[config.mk]
export PLATFORM = sky130hd
export DESIGN_NAME = dec_pipe
export DESIGN_NICKNAME = d
export VERILOG_FILES = /design/src/rtl/dec_pkg.sv /design/src/rtl/dec_fields.sv /design/src/rtl/dec_pipe.sv
export SDC_FILE = /design/constraint.sdc
export NUM_CORES = 1
export LEC_CHECK = 0
export ABC_CLOCK_PERIOD_IN_PS = 2000
export CORE_AREA = 2 2 74 48
export DETAILED_ROUTE_END_ITERATION = 7
export DIE_AREA = 0 0 76 50
export PLACE_DENSITY_LB_ADDON = 0.15
export SLEW_MARGIN = 20
export SYNTH_ARGS = -nofsm -noshare
export SYNTH_HDL_FRONTEND = slang
export SYNTH_SLANG_ARGS = --single-unit
[constraint.sdc]
create_clock -name clk -period 2 [get_ports clk]
set_input_delay 0.5 -clock clk [delete_from_list [all_inputs] [get_ports clk]]
set_output_delay 0.5 -clock clk [all_outputs]
set_load 0.01 [all_outputs]
[src/rtl/dec_pkg.sv]
// Shared definitions for the pipelined opcode decoder: class codes, FSM states
// and the decode-record flag bundle.
package dec_pkg;

    localparam logic [1:0] CLS_IMME = 2'b00;
    localparam logic [1:0] CLS_CAL  = 2'b01;
    localparam logic [1:0] CLS_COPY = 2'b10;
    localparam logic [1:0] CLS_COND = 2'b11;

    typedef enum logic {
        S_OP,
        S_EXT
    } state_t;

    typedef struct packed {
        logic imme;
        logic cal;
        logic copy;
        logic cond;
        logic ext;
    } dec_rec_t;

    function automatic dec_rec_t class_flags(input logic [1:0] cls);
        dec_rec_t r;
        r      = '0;
        r.imme = (cls == CLS_IMME);
        r.cal  = (cls == CLS_CAL);
        r.copy = (cls == CLS_COPY);
        r.cond = (cls == CLS_COND);
        return r;
    endfunction

endpackage

[src/rtl/dec_fields.sv]
// Combinational field extraction for one instruction word: class flags,
// operand fields, short immediate and detection of the long immediate form.
module dec_fields
    import dec_pkg::*;
#(
    parameter int OPW     = 8,
    parameter int REGW    = 3,
    parameter int EXT_IMM = 1
) (
    input  logic [OPW-1:0]  word,
    output dec_rec_t        rec,
    output logic [OPW-1:0]  imm,
    output logic [OPW-3:0]  field,
    output logic [REGW-1:0] src,
    output logic [REGW-1:0] dst,
    output logic            is_long
);

    logic [1:0] cls;

    assign cls   = word[OPW-1:OPW-2];
    assign rec   = class_flags(cls);
    assign field = word[OPW-3:0];
    assign src   = word[2*REGW-1:REGW];
    assign dst   = word[REGW-1:0];

    // With the extended form enabled, bit OPW-3 selects long form and is not
    // part of the short immediate.
    generate
        if (EXT_IMM != 0) begin : g_ext
            assign imm     = {3'b000, word[OPW-4:0]};
            assign is_long = (cls == CLS_IMME) && word[OPW-3];
        end else begin : g_no_ext
            assign imm     = {2'b00, word[OPW-3:0]};
            assign is_long = 1'b0;
        end
    endgenerate

endmodule

[src/rtl/dec_pipe.sv]
// Registered opcode decoder on a valid/ready stream, with a two-word
// extended-immediate form and a wrapping sequence tag on each record.
module dec_pipe
    import dec_pkg::*;
#(
    parameter int OPW     = 8,
    parameter int REGW    = 3,
    parameter int EXT_IMM = 1,
    parameter int SEQW    = 4
) (
    input  logic            clk,
    input  logic            rst,
    input  logic            in_valid,
    output logic            in_ready,
    input  logic [OPW-1:0]  in_data,
    output logic            out_valid,
    input  logic            out_ready,
    output logic            out_imme,
    output logic            out_cal,
    output logic            out_copy,
    output logic            out_cond,
    output logic            out_ext,
    output logic [OPW-1:0]  out_imm,
    output logic [OPW-3:0]  out_field,
    output logic [REGW-1:0] out_src,
    output logic [REGW-1:0] out_dst,
    output logic [SEQW-1:0] out_seq
);

    state_t          state_q, state_d;
    logic [OPW-3:0]  lat_field_q, lat_field_d;
    logic [REGW-1:0] lat_src_q, lat_src_d;
    logic [REGW-1:0] lat_dst_q, lat_dst_d;

    logic            valid_q, valid_d;
    dec_rec_t        rec_q, rec_d;
    logic [OPW-1:0]  imm_q, imm_d;
    logic [OPW-3:0]  field_q, field_d;
    logic [REGW-1:0] src_q, src_d;
    logic [REGW-1:0] dst_q, dst_d;
    logic [SEQW-1:0] seq_q, seq_d;

    dec_rec_t        f_rec;
    logic [OPW-1:0]  f_imm;
    logic [OPW-3:0]  f_field;
    logic [REGW-1:0] f_src, f_dst;
    logic            f_long;
    logic            accept;

    dec_fields #(
        .OPW     (OPW),
        .REGW    (REGW),
        .EXT_IMM (EXT_IMM)
    ) u_fields (
        .word    (in_data),
        .rec     (f_rec),
        .imm     (f_imm),
        .field   (f_field),
        .src     (f_src),
        .dst     (f_dst),
        .is_long (f_long)
    );

    assign in_ready = rst && (!valid_q || out_ready);
    assign accept   = in_valid && in_ready;

    always_comb begin
        state_d     = state_q;
        lat_field_d = lat_field_q;
        lat_src_d   = lat_src_q;
        lat_dst_d   = lat_dst_q;
        valid_d     = valid_q;
        rec_d       = rec_q;
        imm_d       = imm_q;
        field_d     = field_q;
        src_d       = src_q;
        dst_d       = dst_q;
        seq_d       = seq_q;

        if (valid_q && out_ready) begin
            valid_d = 1'b0;
            seq_d   = seq_q + SEQW'(1);
        end

        if (accept) begin
            if (state_q == S_EXT) begin
                // Extension word is the immediate verbatim; fields come from the opcode.
                state_d   = S_OP;
                valid_d   = 1'b1;
                rec_d     = '0;
                rec_d.imme = 1'b1;
                rec_d.ext  = 1'b1;
                imm_d     = in_data;
                field_d   = lat_field_q;
                src_d     = lat_src_q;
                dst_d     = lat_dst_q;
            end else if (f_long) begin
                state_d     = S_EXT;
                lat_field_d = f_field;
                lat_src_d   = f_src;
                lat_dst_d   = f_dst;
            end else begin
                valid_d = 1'b1;
                rec_d   = f_rec;
                imm_d   = f_imm;
                field_d = f_field;
                src_d   = f_src;
                dst_d   = f_dst;
            end
        end
    end

    always_ff @(posedge clk) begin
        if (!rst) begin
            state_q     <= S_OP;
            lat_field_q <= '0;
            lat_src_q   <= '0;
            lat_dst_q   <= '0;
            valid_q     <= 1'b0;
            rec_q       <= '0;
            imm_q       <= '0;
            field_q     <= '0;
            src_q       <= '0;
            dst_q       <= '0;
            seq_q       <= '0;
        end else begin
            state_q     <= state_d;
            lat_field_q <= lat_field_d;
            lat_src_q   <= lat_src_d;
            lat_dst_q   <= lat_dst_d;
            valid_q     <= valid_d;
            rec_q       <= rec_d;
            imm_q       <= imm_d;
            field_q     <= field_d;
            src_q       <= src_d;
            dst_q       <= dst_d;
            seq_q       <= seq_d;
        end
    end

    assign out_valid = valid_q;
    assign out_imme  = rec_q.imme;
    assign out_cal   = rec_q.cal;
    assign out_copy  = rec_q.copy;
    assign out_cond  = rec_q.cond;
    assign out_ext   = rec_q.ext;
    assign out_imm   = imm_q;
    assign out_field = field_q;
    assign out_src   = src_q;
    assign out_dst   = dst_q;
    assign out_seq   = seq_q;

endmodule
**Word level (Yosys, flattened, before mapping)**

Index checks and enable logic that the tools add are counted.

- $add $sub $neg: 1
- Equality and inequality tests: 4
- Muxes and demuxes: 16
- Bitwise operators: 1
- Reductions and logical operators: 9

Operators by type and width:

| cell | count |
|---|---|
| 2-to-1 mux 8 bit | 2 |
| 2-to-1 mux 3 bit | 4 |
| 2-to-1 mux 6 bit | 2 |
| 2-to-1 mux 5 bit | 2 |
| 2-to-1 mux 1 bit | 6 |
| adder 4 x 1 -> 4 bit, second input constant | 1 |
| equality test 2 bit, second input constant | 2 |
| logical AND 1 bit | 4 |
| AND reduction 3 bit | 1 |
| equality test 2 x 1 -> 1 bit, second input constant | 1 |
| zero test 2 bit | 1 |
| inequality test 2 bit, second input constant | 1 |
| AND reduction 2 bit | 1 |
| zero test 1 bit | 1 |
| logical OR 1 bit | 1 |
| NOT 1 bit | 1 |

- Bits in registers: 43
- Input port bits: 12
- Output and inout bits: 31
- Word-level logic and storage cells: 46

**Logic depth before layout (Yosys ltp)**

- Depth in word-level cells: 5
- Mapped depth: 6
- Depth with buffers taken out: 4

**Hierarchy**

From an unflattened synthesis, not the netlist that was laid out.

- Cell total of the unflattened synthesis: 220
- Area, all modules: 2085.8 um^2

By module, submodules not included:

| module | times used | cells an instance | area each (um^2) | sequential area each (um^2) |
|---|---|---|---|---|
| dec_pipe | 1 | 193 | 1888.1 | 860.8 |
| dec_fields | 1 | 27 | 197.7 | 0.0 |

**Worst setup path before layout**

OpenSTA, ideal clock, no wires.

- Path type: input to register
- Start: input port rst
- End: register field_q[0] (netlist: out_field[0])
- Library setup time: 0.120 ns
- Arrival: 1.544 ns
- Required time: 1.880 ns
- Slack: 0.336 ns
- Stages: 6
- Buffers on the path: 3
- Path through: buf_2 > nand2_1 > or3_1 > buf_6 > buf_12 > mux2i_1

- Word-level cells in the longest chain between the ends: 3

Ends and longest elaborated chain:

| element | line | RTL |
|---|---|---|
| start: declaration | dec_pipe.sv:12 | `input logic rst,` |
| logical AND 1 bit | dec_pipe.sv:64 | `assign in_ready = rst && (!valid_q \|\| out_ready);` |
| logical AND 1 bit | dec_pipe.sv:65 | `assign accept = in_valid && in_ready;` |
| AND reduction 2 bit (no line) | -- |  |
| end signal: assignment | dec_pipe.sv:134 | `field_q <= field_d;` |
| end: declaration | dec_pipe.sv:38 | `logic [OPW-3:0] field_q, field_d;` |

Parallel ways exist; a longest one is shown, timed or not.
A chain may end at the register's enable or synchronous reset.

**Worst setup path after layout**

- Start: input port out_ready
- End: output port in_ready

- Word-level cells in the longest chain between the ends: 2

Ends and longest elaborated chain:

| element | line | RTL |
|---|---|---|
| start: declaration | dec_pipe.sv:17 | `input logic out_ready,` |
| logical OR 1 bit | dec_pipe.sv:64 |  |
| logical AND 1 bit | dec_pipe.sv:64 |  |
| end: declaration | dec_pipe.sv:14 | `output logic in_ready,` |

No other way between the ends.

==> flow_summary.toml <==
[hold_path]
hold_class = "reg2reg"
hold_start = "lat_field_q[0]"

[status]
run_status = "finished, final reports clean"

[detailed_routing]
routed-via-count = 1112
wl_per_cell_um = 13.7
routed_via_density = 4.88
drc = 0
wl_um = 3120
ant_nets = 0
drt_iter0_drc = 31
drtPass1Iterations = 4

[clock_network]
cts_tree = "built"
cts_max_level = 2
clock-sinks = 31
clk_latency_ns = 0.28
cts_buffer_depth = 2
cts_buffers = 5
cts-root-buf = "clkbuf_8"
clk_pin_slew_ns = 0.07

[sta]
rsz0062_at_grt = "no"
fin_skew_ns = 0.00725
min_period_ns = 1.92
fmax_mhz = 521
hold_viol_final = 0
tightest_slew_ns = 0.504
final-setup-viol-count = 0
slew_viol_final = 0
whs_ns = 0.457
slew-limit-headroom_pct = 66.3
finalCritPeriodShare_pct = 96.0

[floorplanning]
coreArea_um2 = 3100
die_area_um2 = 3800
io_pins = 43
die_h_um = 50
die_x_um = 76
row_count = 16
initial_core_util_pct = 43.2

[placement]
gp_congestion = 0.775
port_buffers = 42
place_area_um2 = 1830
post-dp-hpwl_um = 2170

[worst_setup_path]
cp-end-kind = "output pin"
cp-start-kind = "input port"
crit_start = "out_ready"
crit_fanout = 2
cp.arrival_ns = 1.42
critical_path_class = "in2out"
crit_required_ns = 1.50
timing.rr.start = "out_valid"

[final_layout]
nNetsFinal = 195
design_area_um2 = 1940
fillCellCount = 267
multiInputGateArea_um2 = 598
diodes = 0
seq_area_um2 = 621
layout-drive-gt1-share_pct = 14.2
syn_to_final_growth_pct = 45.0

[power_and_ir_drop]
switchingPower_mw = 0.338
p_int_mw = 1.16
p_clk_share_pct = 42.7
seq_power_share_pct = 44.0
swShare_pct = 22.6
max-vdd-ir-drop_v = 0.000526
comb_power_share_pct = 13.4
p_per_area_nw_per_um2 = 769
leakage_nw = 0.781

[synth]
ys_seq_area_share_pct = 46.3
synth_nets = 146
synth.distinct_cells = 31
synth_cells = 133
ys_ff_latch = 31
synthesis.area_um2 = 1340
yosys_warnings = 0
post_synth.cell_area_avg_um2 = 10.1

[global_routing]
grt_use_total_pct = 18.6
grt_max_degree = 31
grt_pass1_wl_um = 5390
antenna_found_initial = 0
grt_pass1_vias = 1164
grt-ovfl-total = 0

[job]
maxCapViolations = 0
==> power by group through the flow <==
| stage | Clock (mW) | Sequential (mW) | Combinational [mW] |
|---|---|---|---|
| global placement | 0 | 0.669 | 0.196 |
| detailed placement | 0 | 0.671 | 0.201 |
| finish | 0.638 | 0.657 | 0.200 |
| floorplan | 0 | 0.679 | 0.0909 |
| CTS | 0.651 | 0.657 | 0.201 |
| global route | 0.690 | 0.660 | 0.215 |
==> routing by layer <==
layer	track usage, %	routed length (um)
met3	7.88	180
met1	22.4	1490
met5	0	0
met2	29.2	1420
met4	8.48	28
==> state kept, by name, indices dropped and copies added (netlist names) <==
name	flops
out_imm	8
out_cal	1
out_imme	1
out_valid	1
lat_field_q	6
state_q	1
out_ext	1
out_seq	4
out_cond	1
out_field	6
out_copy	1
==> path summary, 6_finish.rpt <==
kind	to	slack, ns	cells after the start
min reg2reg	lat_field_q[0]	0.46	2
max reg2reg	out_cal	0.38	5
max	in_ready	0.08	4
min	lat_field_q[0]	0.46	2
==> synth_stat cells <==
master	n	area (um^2)
a21oi_1	3	15.0
a221oi_2	1	15.0
a31o_2	1	8.76
a32o_1	3	30.0
buf_12	1	20.0
buf_2	1	5.00
buf_4	6	45.0
buf_6	2	22.5
clkbuf_1	4	15.0
dfxtp_1	31	621
ha_1	1	12.5
inv_1	4	15.0
mux2i_1	20	200
nand2_1	25	93.8
nand3_1	3	15.0
nor2_1	4	15.0
nor2b_1	2	12.5
nor3_1	1	5.00
nor3b_1	1	7.51
nor3b_4	1	18.8
nor4b_2	1	15.0
o211a_1	1	10.0
o21a_1	3	22.5
o21ai_0	1	5.00
o311ai_0	3	26.3
o31ai_1	1	7.51
o41ai_1	2	17.5
or2b_1	1	7.51
or3_1	2	12.5
or4_1	1	7.51
xor2_1	2	17.5
==> per-stage QoR <==
| stage | total power, mW | utilization, % | setup TNS [ns] | std cells | setup WS (ns) |
|---|---|---|---|---|---|
| finish | 1.49 | 62.7 | 0 | 228 | 0.0802 |
| CTS | 1.51 | 62.7 | 0 | 228 | 0.0697 |
| detailed placement | 0.872 | 58.9 | -3.36 | 220 | -0.177 |
| floorplan | 0.770 | - | 0 | 133 | 0.336 |
| global route | 1.57 | 62.7 | 0 | 228 | 0.00619 |
| global placement | 0.865 | 58.9 | -1.23 | 220 | -0.160 |
==> placed cells by master (no fill, tap or decap), types with 3 or more instances in the layout <==
master / instances
a21oi_1: 3
a32o_1: 3
buf_4: 13
clkbuf_8: 6
clkdlybuf4s50_1: 41
dfxtp_1: 31
inv_1: 4
mux2i_1: 20
nand2_1: 25
nand3_1: 3
nor2_1: 4
o21a_1: 3
o311ai_0: 3
==> kinds of logic (layout without fill, tap and decap cells) <==
logic type	count (synthesis)	after routing	synth area share (%)
multiplexers	20	20	14.9
flip-flops	31	31	46.3
adder cells (fa/ha/maj)	1	1	0.933
buffers and inverters	18	68	9.14
AO/OA/AOI/OAI	19	19	11.8
XOR/XNOR	2	2	1.31
AND/OR/NAND/NOR	42	42	15.7
==> worst max-delay path: stages <==
cell,delay [ns]
clkdlybuf4s50_1,0.42
nor2b_1,0.17
nor2_1,0.05
dlygate4sd2_1,0.28
==> final cells by class <==
cell class / instances / share of cell area, %
clock inverter: 2 / 1.80
multi-input combinational: 84 / 30.8
sequential: 31 / 31.9
inverter: 4 / 0.772
clock buffer: 6 / 4.25
timing repair buffer: 56 / 27.6
tap: 45 / 2.90
==> repair_timing <==
item / in CTS / in global routing
endpoints found under the setup margin: 1 / 0
gates resized for setup: 1 / 0
buffers inserted: 0 / 0
hold buffers: 0 / 0
(Power assumes the default switching activity.)
